===== config.mk =====
export PLATFORM = sky130hd
export DESIGN_NAME = collision_engine
export DESIGN_NICKNAME = d
export VERILOG_FILES = /design/src/rtl/collision_pkg.sv /design/src/rtl/hitbox_cmp.sv /design/src/rtl/collision_engine.sv
export SDC_FILE = /design/constraint.sdc
export NUM_CORES = 1
export LEC_CHECK = 0
export BUFFER_PORTS_ARGS = -buffer_cell sky130_fd_sc_hd__buf_4
export CAP_MARGIN = 20
export CORE_MARGIN = 3
export CORE_UTILIZATION = 45
export CTS_CLUSTER_SIZE = 24
export DETAILED_ROUTE_END_ITERATION = 8
export GPL_TIMING_DRIVEN = 0
export HOLD_SLACK_MARGIN = 0.12
export PLACE_DENSITY_LB_ADDON = 0.12
export SKIP_LAST_GASP = 1
export SYNTH_ARGS = -nofsm -noshare
export SYNTH_HDL_FRONTEND = slang
export SYNTH_SLANG_ARGS = --single-unit

===== constraint.sdc =====
create_clock -name clk -period 7.4 [get_ports clk]
set_clock_uncertainty 0.2 [all_clocks]
set_input_delay 0.37 -clock clk [delete_from_list [all_inputs] [get_ports clk]]
set_output_delay 0.37 -clock clk [all_outputs]
set_load 0.01 [all_outputs]

===== src/rtl/collision_pkg.sv =====
// collision_pkg: FSM state encoding and parameter defaults shared by the collision engine.
package collision_pkg;
  typedef logic [1:0] state_t;
  localparam state_t S_IDLE = 2'd0;
  localparam state_t S_SCAN = 2'd1;
  localparam state_t S_REPORT = 2'd2;
  localparam int COORD_W_D = 10;
  localparam int N_BULLETS_D = 4;
  localparam int TARGET_W_D = 30;
  localparam int TARGET_Y_D = 60;
  localparam int HALF_H_D = 10;
  localparam int LOCKOUT_D = 8;
endpackage


===== src/rtl/hitbox_cmp.sv =====
// hitbox_cmp: inclusive single-bullet hitbox test, widened two bits so edges never wrap.
module hitbox_cmp
  import collision_pkg::*;
#(
  parameter int COORD_W = COORD_W_D,
  parameter int TARGET_W = TARGET_W_D,
  parameter int TARGET_Y = TARGET_Y_D,
  parameter int HALF_H = HALF_H_D
) (
  input  logic [COORD_W-1:0] bx,
  input  logic [COORD_W-1:0] by,
  input  logic [COORD_W-1:0] tx,
  input  logic               valid,
  output logic               hit
);
  localparam int SW = COORD_W + 2;
  localparam logic signed [SW-1:0] Y_LO = SW'(TARGET_Y - HALF_H);
  localparam logic signed [SW-1:0] Y_HI = SW'(TARGET_Y + HALF_H);
  logic signed [SW-1:0] sx, sy, x_lo, x_hi;
  always_comb begin
    sx = $signed({2'b00, bx});
    sy = $signed({2'b00, by});
    x_lo = $signed({2'b00, tx});
    x_hi = x_lo + $signed(SW'(TARGET_W));
    hit = valid && sx >= x_lo && sx <= x_hi && sy >= Y_LO && sy <= Y_HI;
  end
endmodule


===== src/rtl/collision_engine.sv =====
// collision_engine: per-frame sequential bullet/target hit scan with lockout, counter and overrun flag.
module collision_engine
  import collision_pkg::*;
#(
  parameter int COORD_W = COORD_W_D,
  parameter int N_BULLETS = N_BULLETS_D,
  parameter int TARGET_W = TARGET_W_D,
  parameter int TARGET_Y = TARGET_Y_D,
  parameter int HALF_H = HALF_H_D,
  parameter int LOCKOUT = LOCKOUT_D
) (
  input  logic                           clk,
  input  logic                           rst,
  input  logic                           frame_tick,
  input  logic [N_BULLETS*COORD_W-1:0]   bullet_x,
  input  logic [N_BULLETS*COORD_W-1:0]   bullet_y,
  input  logic [N_BULLETS-1:0]           bullet_valid,
  input  logic [COORD_W-1:0]             target_x,
  input  logic                           count_clr,
  output logic                           hit,
  output logic [N_BULLETS-1:0]           hit_mask,
  output logic [7:0]                     hit_count,
  output logic                           busy,
  output logic                           locked,
  output logic                           overrun
);
  localparam int IW = N_BULLETS > 1 ? $clog2(N_BULLETS) : 1;
  localparam int LW = LOCKOUT > 0 ? $clog2(LOCKOUT + 1) : 1;
  state_t state;
  logic [N_BULLETS*COORD_W-1:0] bx_q, by_q;
  logic [N_BULLETS-1:0] bv_q, acc, final_mask;
  logic [COORD_W-1:0] tx_q;
  logic [IW-1:0] idx;
  logic [LW-1:0] lock_cnt;
  logic ch_hit, last, done_hit;
  hitbox_cmp #(
    .COORD_W(COORD_W),
    .TARGET_W(TARGET_W),
    .TARGET_Y(TARGET_Y),
    .HALF_H(HALF_H)
  ) u_cmp (
    .bx(bx_q[idx*COORD_W +: COORD_W]),
    .by(by_q[idx*COORD_W +: COORD_W]),
    .tx(tx_q),
    .valid(bv_q[idx]),
    .hit(ch_hit)
  );
  always_comb begin
    last = idx == IW'(N_BULLETS - 1);
    final_mask = acc | (N_BULLETS'(ch_hit) << idx);
    done_hit = state == S_SCAN && last && |final_mask;
    busy = state != S_IDLE;
    locked = lock_cnt != '0;
  end
  always_ff @(posedge clk) begin
    if (rst) begin
      state <= S_IDLE;
      hit <= 1'b0;
      hit_mask <= '0;
      hit_count <= 8'd0;
      overrun <= 1'b0;
      lock_cnt <= '0;
      idx <= '0;
      acc <= '0;
    end else begin
      hit <= 1'b0;
      overrun <= frame_tick && busy;
      hit_count <= count_clr ? 8'd0 : (done_hit && hit_count != 8'hff) ? hit_count + 8'd1 : hit_count;
      if (state == S_IDLE && frame_tick) begin
        if (locked) begin
          lock_cnt <= lock_cnt - 1'b1;
          hit_mask <= '0;
        end else begin
          bx_q <= bullet_x;
          by_q <= bullet_y;
          bv_q <= bullet_valid;
          tx_q <= target_x;
          idx <= '0;
          acc <= '0;
          state <= S_SCAN;
        end
      end else if (state == S_SCAN) begin
        acc <= final_mask;
        idx <= idx + 1'b1;
        if (last) begin
          state <= S_REPORT;
          hit_mask <= final_mask;
          hit <= |final_mask;
          if (|final_mask) lock_cnt <= LW'(LOCKOUT);
        end
      end else if (state == S_REPORT) begin
        state <= S_IDLE;
      end
    end
  end
endmodule


# Yosys cells after proc, flatten, opt, wreduce, memory -nomap -nowiden
# Cells that the tools add are included.
[op_classes] n_addsub=4 multipliers=1 order_cmp=5 eq_ne=7 shift=3 n_mux=22 n_bitwise=5 n_reduce_logical=24
[op_table] operator="variable part select 40 x 7 -> 10 bit" count=2
[op_table] operator="two-way mux 4 bit" count=12
[op_table] operator="two-way mux 2 bit" count=8
[op_table] operator="less-or-equal comparator 11 x 12 -> 1 bit" count=1
[op_table] operator="adder 10 x 5 -> 11 bit (second input constant)" count=1
[op_table] operator=">= comparator 10 bit" count=1
[op_table] operator=">= comparator 10 x 6 -> 1 bit (second input constant)" count=1
[op_table] operator="less-or-equal comparator 10 x 7 -> 1 bit (second input constant)" count=1
[op_table] operator="logical AND 1 bit" count=9
[op_table] operator="AND reduction 3 bit" count=3
[op_table] operator="adder 8 x 1 -> 8 bit (second input constant)" count=1
[op_table] operator="inequality test 8 bit (second input constant)" count=1
[op_table] operator="nonzero test 2 bit" count=4
[op_table] operator="OR reduction 4 bit" count=2
[op_table] operator="multiplier 2 x 3 -> 5 bit (second input constant)" count=1
[op_table] operator="equality test 2 bit (second input constant)" count=2
[op_table] operator="inequality test 2 bit (second input constant)" count=2
[op_table] operator="NOT 1 bit" count=4
[op_table] operator="OR 4 bit" count=1
[op_table] operator="AND reduction 4 bit" count=1
[op_table] operator="nonzero test 4 bit" count=1
[op_table] operator="<< shifter 1 x 2 -> 4 bit" count=1
[op_table] operator="subtractor 4 x 1 -> 4 bit (second input constant)" count=1
[op_table] operator="less-than comparator 2 x 3 -> 1 bit (second input constant)" count=1
[op_table] operator="other kinds (9)" count=9
[word_totals] reg_bits=120 inputBits=98 word_cells=83

# Depth between registers and ports, before layout
# Gate-level depths: netlist of the first run.
[logic_depth] ltp_word=14 depth_mapped=15

# By module
# Synthesis of the first run repeated with hierarchy kept, for this count alone.
[hier_totals] hier_cells=349 hier_area_um2=5210.0
[modules_own_cells] mod="collision_engine" n_inst=1 cells_each=266 area_per_inst_um2=4560.6 seq_area_each_um2=3343.2
[modules_own_cells] mod="hitbox_cmp" n_inst=1 cells_each=83 area_per_inst_um2=649.4 seq_area_each_um2=0.0

# Worst setup path before layout of the first run
# OpenSTA, ideal clock, no wires.
[synth_path] path_type="flip-flop to flip-flop" startpoint="reg state[1]" endpoint="reg bv_q[0], enable pin" setup_time_ns=0.548 t_arrival_ns=4.767 required_ns=6.652 slack_ns=1.885 path_stages_with_launch=4 path_buffers=0 period_less_slack_ns=5.515 path_cell_list="dfxtp_1 -> nor2_1 -> nand4_1 -> nor2_1"
[synth_between] elab_chain_len=3
[synth_lines] item="from (decl)" line_no="collision_engine.sv:29" source="state_t state;"
[synth_lines] item="from (signal assigned)" line_no="collision_engine.sv:57" source="state <= S_IDLE;"
[synth_lines] item="from (signal assigned)" line_no="collision_engine.sv:80" source="state <= S_SCAN;"
[synth_lines] item="from (signal assigned)" line_no="collision_engine.sv:86" source="state <= S_REPORT;"
[synth_lines] item="zero test 2 bit" line_no="collision_engine.sv:69" source="if (state == S_IDLE && frame_tick) begin"
[synth_lines] item="logical AND 1 bit" line_no="collision_engine.sv:69"
[synth_lines] item="AND reduction 3 bit (no source line)"
[synth_lines] item="to (signal assigned)" line_no="collision_engine.sv:76" source="bv_q <= bullet_valid;"
[synth_lines] item="to (decl)" line_no="collision_engine.sv:31" source="logic [N_BULLETS-1:0] bv_q, acc, final_mask;"
# No other way between the ends.
# A chain may end at the register's enable or synchronous reset.

# Worst setup path in the final report of the first run
[layout_path] startpoint="reg idx[1]" endpoint="reg hit_count[4]"
[layout_between] elab_chain_len=12 elab_cells_between_ends=20 classes_between="mul: 1; order compare: 4; eq/ne: 1; shift: 3; mux: 2; bitwise: 1; reduce/logical: 8"
[layout_lines] item="from (decl)" line_no="collision_engine.sv:33" source="logic [IW-1:0] idx;"
[layout_lines] item="from (signal assigned)" line_no="collision_engine.sv:84" source="idx <= idx + 1'b1;"
[layout_lines] item="multiplier 2 x 3 -> 5 bit" line_no="collision_engine.sv:42, collision_engine.sv:43"
[layout_lines] item="variable part select 40 x 7 -> 10 bit" line_no="collision_engine.sv:42" source=".bx(bx_q[idx*COORD_W +: COORD_W]),"
[layout_lines] item=">= comparator 10 bit" line_no="hitbox_cmp.sv:25" source="hit = valid && sx >= x_lo && sx <= x_hi && sy >= Y_LO && sy <= Y_HI;"
[layout_lines] item="logical AND 1 bit (4 in series)" line_no="hitbox_cmp.sv:25"
[layout_lines] item="<< shifter 1 x 2 -> 4 bit" line_no="collision_engine.sv:50" source="final_mask = acc | (N_BULLETS'(ch_hit) << idx);"
[layout_lines] item="OR 4 bit" line_no="collision_engine.sv:50"
[layout_lines] item="OR reduction 4 bit" line_no="collision_engine.sv:51" source="done_hit = state == S_SCAN && last && |final_mask;"
[layout_lines] item="logical AND 1 bit *" line_no="collision_engine.sv:51"
[layout_lines] item="logical AND 1 bit *" line_no="collision_engine.sv:68" source="hit_count <= count_clr ? 8'd0 : (done_hit && hit_count != 8'hff) ? hit_count + 8'd1 : hit_count;"
[layout_lines] item="to (signal assigned)" line_no="collision_engine.sv:68"
[layout_lines] item="to (decl)" line_no="collision_engine.sv:22" source="output logic [7:0] hit_count,"
# Mark *: on every way between the ends. The rest lies on a longest branch, timed or not. The select of a mux whose other input is x is not followed.

==> reports/summary.txt, run 1 <==
run status -> completed
Final TNS setup -> 0 ns
Period minus WS final -> 4.54 ns
CP startpoint kind -> flop
final-stage net count -> 690
multiplexer area fraction after synthesis -> 0.0870
port bufs -> 113
initial core utilization -> 0.467
Die H -> 113 um
# IOs -> 114
pin count of the biggest net entering global routing -> 36
Synth Area in Compound Gates -> 0.0753
Clock Latency Late Sink -> 0.42 ns
core area -> 11,000 sq um
worst reg-to-reg setup slack -> 2.86 ns
reg-to-reg endpoint -> hit_count[4]
Clk pwr share -> 0.358
FFs w/ async S/R, synth -> 0
Sinks on Clock Net -> 120
sw frac -> 0.272
Die X -> 113 um
main combinational cell family by area after synthesis -> multiplexers
Placed Instances -> 592
RSZ-0062 raised after global routing -> no
synth top area cells -> edfxtp_1, dfxtp_1, ha_1
Ys Warns -> 0
Final period util -> 0.613
Final Hold Vio Count -> 0
hpwl dp -> 7.26 mm
Seq cells post-synth -> 120
Initial DRC Count -> 195
CTS clk-pin slew, worst paths -> 0.05 ns
Combinational Power Share -> 0.254
Post-Synth Simple-Gate Area -> 0.0851
P_leak -> 3.00 nW
DRC -> 0
H-tree depth -> 4
most common cell in the netlist -> edfxtp_1
layout cell share with drive strength beyond 1 -> 0.275
initial antenna violation count -> 0
Hold Crit Class -> flop to flop
Synth cell types -> 49
Reg2Reg Depth -> 13
worst vdd ir -> 251 uV
Area Growth Syn to Fin -> 51.7%
final slew viol count -> 0
total clock buffers created by CTS -> 17
list of most frequent post-synthesis cells -> edfxtp_1, dfxtp_1, ha_1
ys flop type -> edfxtp_1
row count -> 38
Min-Delay Endpoint -> lock_cnt[0]
wirelength, routed -> 11.8 mm
number of global-route vias before repair -> 3,927
setup repair bufs after CTS -> 0
CP Data Required Time -> 7.55 ns
WS Path Type -> flop to flop
critical path endpoint category -> flop
gr usage total -> 0.203
instance count of the mapped netlist -> 337
n_diodes -> 0
number of synthesized flops with an enable pin -> 94
Flop pwr share -> 0.388
Slew @ Worst Pin -> 0.775 ns
Adder-Cell Fraction of Synth Area -> 0.0585
Int Power -> 0.00173 W
average wire per standard cell -> 16.3 um
Cell Area, Synth -> 5130 sq um
min-delay src -> lock_cnt[0]
setup violators final -> 0
Worst R2R Start -> idx[1]
hold depth -> 2
CTS root buffer -> clkbuf_16
grt total ovfl -> 0
Via Count -> 3,697
Detail Route Antenna Nets -> 0
net switching power figure -> 0.000646 W
cell taking the most area after synthesis -> edfxtp_1
Die Area -> 12,700 sq um
Slew Limit Headroom -> 0.482
share of the synthesized area in the top cell type -> 0.550
CTS max path bufs -> 2
first-pass GRT wire length -> 19.4 mm
CP arrival -> 4.69 ns
Placer Congestion -> 0.818
post-synthesis xor/xnor area fraction -> 0.0171
Seq/Total Area, Yosys -> 0.651
MaxCap Viol Count -> 0
Syn Nets -> 459
PwrDens -> 305 nW/um^2
vias per std cell -> 5.13
Finished Cell Area -> 7790 sq um
CP max FO -> 10
Peak Freq -> 0.220 GHz
Synth Area per Inst -> 15.2 sq um
CTS tree -> built
non-filler cells, final -> 721
placed instance area -> 6200 sq um
DRT Pass-1 Iters -> 4
-- flip-flops by register name, indices dropped and copies added, names as in the netlist --
signal / flops
hit: 1
acc: 4
hit_count: 8
bv_q: 4
hit_mask: 4
lock_cnt: 4
by_q: 40
tx_q: 10
overrun: 1
state: 2
idx: 2
bx_q: 40
-- layout make-up --
| cell class | count | area [sq um] |
|---|---|---|
| Clock inverter | 12 | 174 |
| Tap cell | 140 | 175 |
| Buffer | 10 | 65.1 |
| Fill cell | 700 | 3200 |
| Sequential cell | 120 | 3340 |
| Multi-Input combinational cell | 189 | 1670 |
| Clock buffer | 20 | 437 |
| Inverter | 18 | 67.6 |
| Timing Repair Buffer | 212 | 1860 |
-- metal layers --
metal	wire, um	vias to the layer above	global-route usage
met2	5720	128	0.321
met3	639	16	0.0701
met4	187	0	0.0817
met1	5230	1762	0.257
met5	0	-	0
li1	-	1791	-
-- cells by family after synthesis --
group | count (synthesis)
flip-flops | 120
AND/OR/NAND/NOR | 84
AO/OA/AOI/OAI | 53
buffers and inverters | 28
adder cells (fa/ha/maj) | 24
multiplexers | 18
XOR/XNOR | 10
-- worst max path at each step --
| stage | startpoint | to | slack [ns] | cells after the start |
|---|---|---|---|---|
| 3_3_place_gp | state[1] | by_q[21] | 0.19 | 3 |
| 6_report | idx[1] | hit_count[4] | 2.86 | 13 |
| 3_5_place_dp | idx[1] | hit_count[4] | 2.81 | 13 |
| 5_1_grt | idx[1] | hit_count[7] | 2.56 | 13 |
| 2_1_floorplan | state[1] | bv_q[0] | 1.88 | 3 |
| 4_1_cts | idx[1] | hit_count[4] | 2.81 | 13 |
-- per-stage QoR --
step	setup WS, ns	power (W)	utilization	hold WS (ns)
after floorplan	1.88	0.00133	-	0.248
after global placement	0.189	0.00149	0.561	0.257
after detailed placement	2.81	0.00149	0.565	0.269
after CTS	2.81	0.00239	0.709	0.276
after global routing	2.56	0.00250	0.709	0.301
final	2.86	0.00237	0.709	0.267
-- worst max-delay path: stages, from the launching register on --
cell and delay, ns:
dfxtp_1 0.48, buf_2 0.32, buf_1 0.57, mux4_1 0.44
ha_1 0.33, a211o_1 0.26, o211ai_1 0.09, a21oi_1 0.09
o31a_1 0.32, a2111oi_4 0.55, o21bai_2 0.17, buf_6 0.17
or3_1 0.34, a21oi_1 0.13
-- power groups by stage --
stage | Clock (W) | Sequential [W] | Combinational, W
floorplan | 0 | 0.000943 | 0.000382
CTS | 0.000864 | 0.000921 | 0.000607
finish | 0.000849 | 0.000920 | 0.000602
detailed placement | 0 | 0.000933 | 0.000561
global route | 0.000896 | 0.000933 | 0.000670
global placement | 0 | 0.000960 | 0.000526
-- timing repair --
action | CTS | global route
gates resized for setup | 0 | 0
hold buffers | 97 | 0
hold endpoints to repair | 97 | 0
-- cells in the final DEF, fill, tap and decap left out, drive strengths merged, types with 3 or more instances in the layout --
master,instances
nand2,20
dfxtp,26
nor3b,3
o21ai,9
a21oi,15
and3,4
nand4,3
nand3,11
a311oi,3
nor4b,5
clkbuf,25
a32oi,4
xnor2,8
bufinv,4
mux4,18
buf,120
nor3,9
inv,19
or3,4
clkinvlp,5
a211oi,5
ha,24
nor2,19
dlygate4sd3,97
edfxtp,94
No activity file was read; power rests on OpenSTA's default activity.
==> run 2: changes to the inputs <==
- clock period: 7.4 -> 4.6 ns (I/O delays scaled with it)
==> run 2 against run 1 <==
Effect of this change:
- cell count down 0.14%
- flip-flop and latch count unchanged
- total power up 54%
- routed wire length down 2.5%
- critical path depth down 1
- non-clock buffer count down 1
- largest cell class unchanged
- via count down 2.3%
- fmax up 10%
- largest power group unchanged
- register-to-register slack worse by 2.4 ns
- sequential share of layout area up 0.23 points
- setup slack worse by 2.4 ns
==> reports/summary.txt, run 2 (same netlist as run 1, synthesis figures left out) <==
Util after Layout -> 0.705 (-0.00376)
PwrDens -> 473 nW/um^2 (+55%)
Placement Setup Slack -> 0.0213 ns (-2.78 ns)
worst vdd ir -> 385 uV (+53%)
H-tree depth -> 4 (unchanged)
RSZ-0062 raised after global routing -> no
Slew @ Worst Pin -> 0.685 ns (-0.0898 ns)
# IOs -> 114 (unchanged)
final-stage net count -> 689 (-0.14%)
net switching power figure -> 0.00103 W (+60%)
critical path endpoint category -> flop
register area -> 3340 sq um (unchanged)
DRT Pass-1 Iters -> 4 (unchanged)
Layout fillers -> 708 (+1.1%)
grt total ovfl -> 0 (unchanged)
n_diodes -> 0 (unchanged)
wirelength, routed -> 11.5 mm (-2.5%)
core area -> 11,000 sq um (unchanged)
first-pass GRT wire length -> 18.9 mm (-2.6%)
number of global-route vias before repair -> 3,858 (-1.8%)
final slew viol count -> 0 (unchanged)
setup violators final -> 0 (unchanged)
DRC -> 0 (unchanged)
MaxCap Viol Count -> 0 (unchanged)
Final Hold Vio Count -> 0 (unchanged)
Post-CTS Resized -> 0 (unchanged)
hpwl dp -> 7.44 mm (+2.5%)
most common cell after layout, fill and taps aside -> buf_4
Die Area -> 12,700 sq um (unchanged)
fin worst setup slack -> 0.485 ns (-2.38 ns)
Detail Route Antenna Nets -> 0 (unchanged)
Finished Cell Area -> 7740 sq um (-0.53%)
CP max stage delay -> 0.56 ns (about the same)
Slew Limit Headroom -> 0.542 (+0.0600)
most frequent CP cell -> a21oi_1
Die H -> 113 um (unchanged)
total clock buffers created by CTS -> 17 (unchanged)
CP max FO -> 19 (+9)
P_leak -> 2.99 nW (-0.40%)
initial antenna violation count -> 0 (unchanged)
CTS tree -> built
Flop pwr share -> 0.404 (+0.016)
row count -> 38 (unchanged)
worst path cell trace -> buf_2 -> mux4_1 -> ha_1 -> a211o_1 -> o211ai_1 -> a21oi_1 -> o31a_1 -> a2111oi_4 -> o21bai_2 -> buf_6 -> or3_1 -> a21oi_1
initial core utilization -> 0.467 (unchanged)
Die X -> 113 um (unchanged)
Combinational Power Share -> 0.270 (+0.016)
WS Path Type -> flop to flop
Clk pwr share -> 0.326 (-0.032)
gr usage total -> 0.195 (-0.00781)
Area Growth Syn to Fin -> 50.9%
CTS max path bufs -> 2 (unchanged)
CP Data Required Time -> 4.74 ns (-2.81 ns)
pin count of the biggest net entering global routing -> 29 (-19%)
Sinks on Clock Net -> 120 (unchanged)
vias per std cell -> 5.02 (-2.2%)
layout cell share with drive strength beyond 1 -> 0.279 (+0.00392)
Int Power -> 0.00263 W (+52%)
port bufs -> 113 (unchanged)
Placer Congestion -> 0.791 (-3.3%)
CP max-delay cell -> a2111oi_4
average wire per standard cell -> 15.9 um (-2.4%)
Final period util -> 0.895 (+0.281)
Final TNS setup -> 0 ns (unchanged)
Via Count -> 3,612 (-2.3%)
Peak Freq -> 0.243 GHz (+10%)
Initial DRC Count -> 160 (-18%)
Placed Instances -> 593 (+0.17%)
Clock Latency Late Sink -> 0.41 ns (about the same)
non-filler cells, final -> 720 (-0.14%)
CTS clk-pin slew, worst paths -> 0.05 ns (about the same)
sw frac -> 0.282 (+0.00993)
placed instance area -> 6240 sq um (+0.56%)
Period minus WS final -> 4.11 ns (-0.425 ns)
Critical path buffers and inverters -> 2 (-1)
Hold Crit Class -> primary input to flop
CP startpoint kind -> flop
run status -> completed
CP arrival -> 4.26 ns (-0.43 ns)
CTS root buffer -> clkbuf_16
Largest regs -> bx_q (40), by_q (40), tx_q (10)
commonest non-fill, non-tap cells in the layout -> buf_4, dlygate4sd3_1, edfxtp_1, dfxtp_1, ha_1
multi-input logic area -> 1670 sq um (unchanged)
CP top delay family -> compound AO/OA/AOI/OAI gates
==> run 2: changes by cell type in the layout (fill, tap and decap cells not counted), sizes merged <==
cell	change
clkinvlp	-1
inv	-1
clkbuf	-1
clkinv	+5
bufinv	-3
==> run 2: worst paths after layout <==
check / from / to / slack [ns] / depth (start not counted)
worst max-delay path: idx[1] / hit_count[4] / 0.49 / 12
worst min-delay path: rst / lock_cnt[3] / 0.18 / 3
worst max register to register: idx[1] / hit_count[4] / 0.49 / 12
worst min register to register: lock_cnt[0] / lock_cnt[0] / 0.27 / 2
==> run 2: area by class of cell <==
| type | count | area share |
|---|---|---|
| sequential | 120 | 0.432 |
| inverter | 18 | 0.00872 |
| multi-input combinational | 189 | 0.215 |
| buffer | 8 | 0.00743 |
| timing repair buffer | 213 | 0.245 |
| clock buffer | 20 | 0.0564 |
| tap | 140 | 0.0226 |
| clock inverter | 12 | 0.0136 |
==> run 2: metrics by stage <==
stage / hold slack, ns / total power (W)
2_1_floorplan: 0.129 / 0.00212
3_3_place_gp: 0.208 / 0.00237
3_5_place_dp: 0.209 / 0.00243
4_1_cts: 0.166 / 0.00370
5_1_grt: 0.227 / 0.00388
6_report: 0.179 / 0.00366
==> run 2: what timing repair did <==
item / 4_1_cts / 5_1_grt
setup endpoints to repair: 1 / 0
hold buffers: 97 / 0
setup buffers: 0 / 0
hold endpoints to repair: 103 / 0
==> run 2: power by group through the flow <==
stage,registers [W],clock network (W),logic [W]
6_report,0.00148,0.00120,0.000988
5_1_grt,0.00150,0.00128,0.00110
4_1_cts,0.00148,0.00122,0.000998
3_5_place_dp,0.00150,0,0.000933
3_3_place_gp,0.00152,0,0.000852
2_1_floorplan,0.00150,0,0.000617
==> run 2: worst reg2reg max path, delay by kind of cell, from the launching register on <==
family	cells	cell delay, ns
and+or+nand+nor	1	0.34
AOI/OAI and AO/OA	7	1.63
buffers and inverters	2	0.64
muxes	1	0.43
DFF	1	0.45
adders and majority gates	1	0.35
==> run 2: metal layers <==
metal  track usage  vias up  wire length [um]
li1              -     1789                 -
met1         0.245     1716              5010
met2         0.313       97              5730
met3        0.0674       10               628
met4        0.0737        0               114
met5             0        -                 0
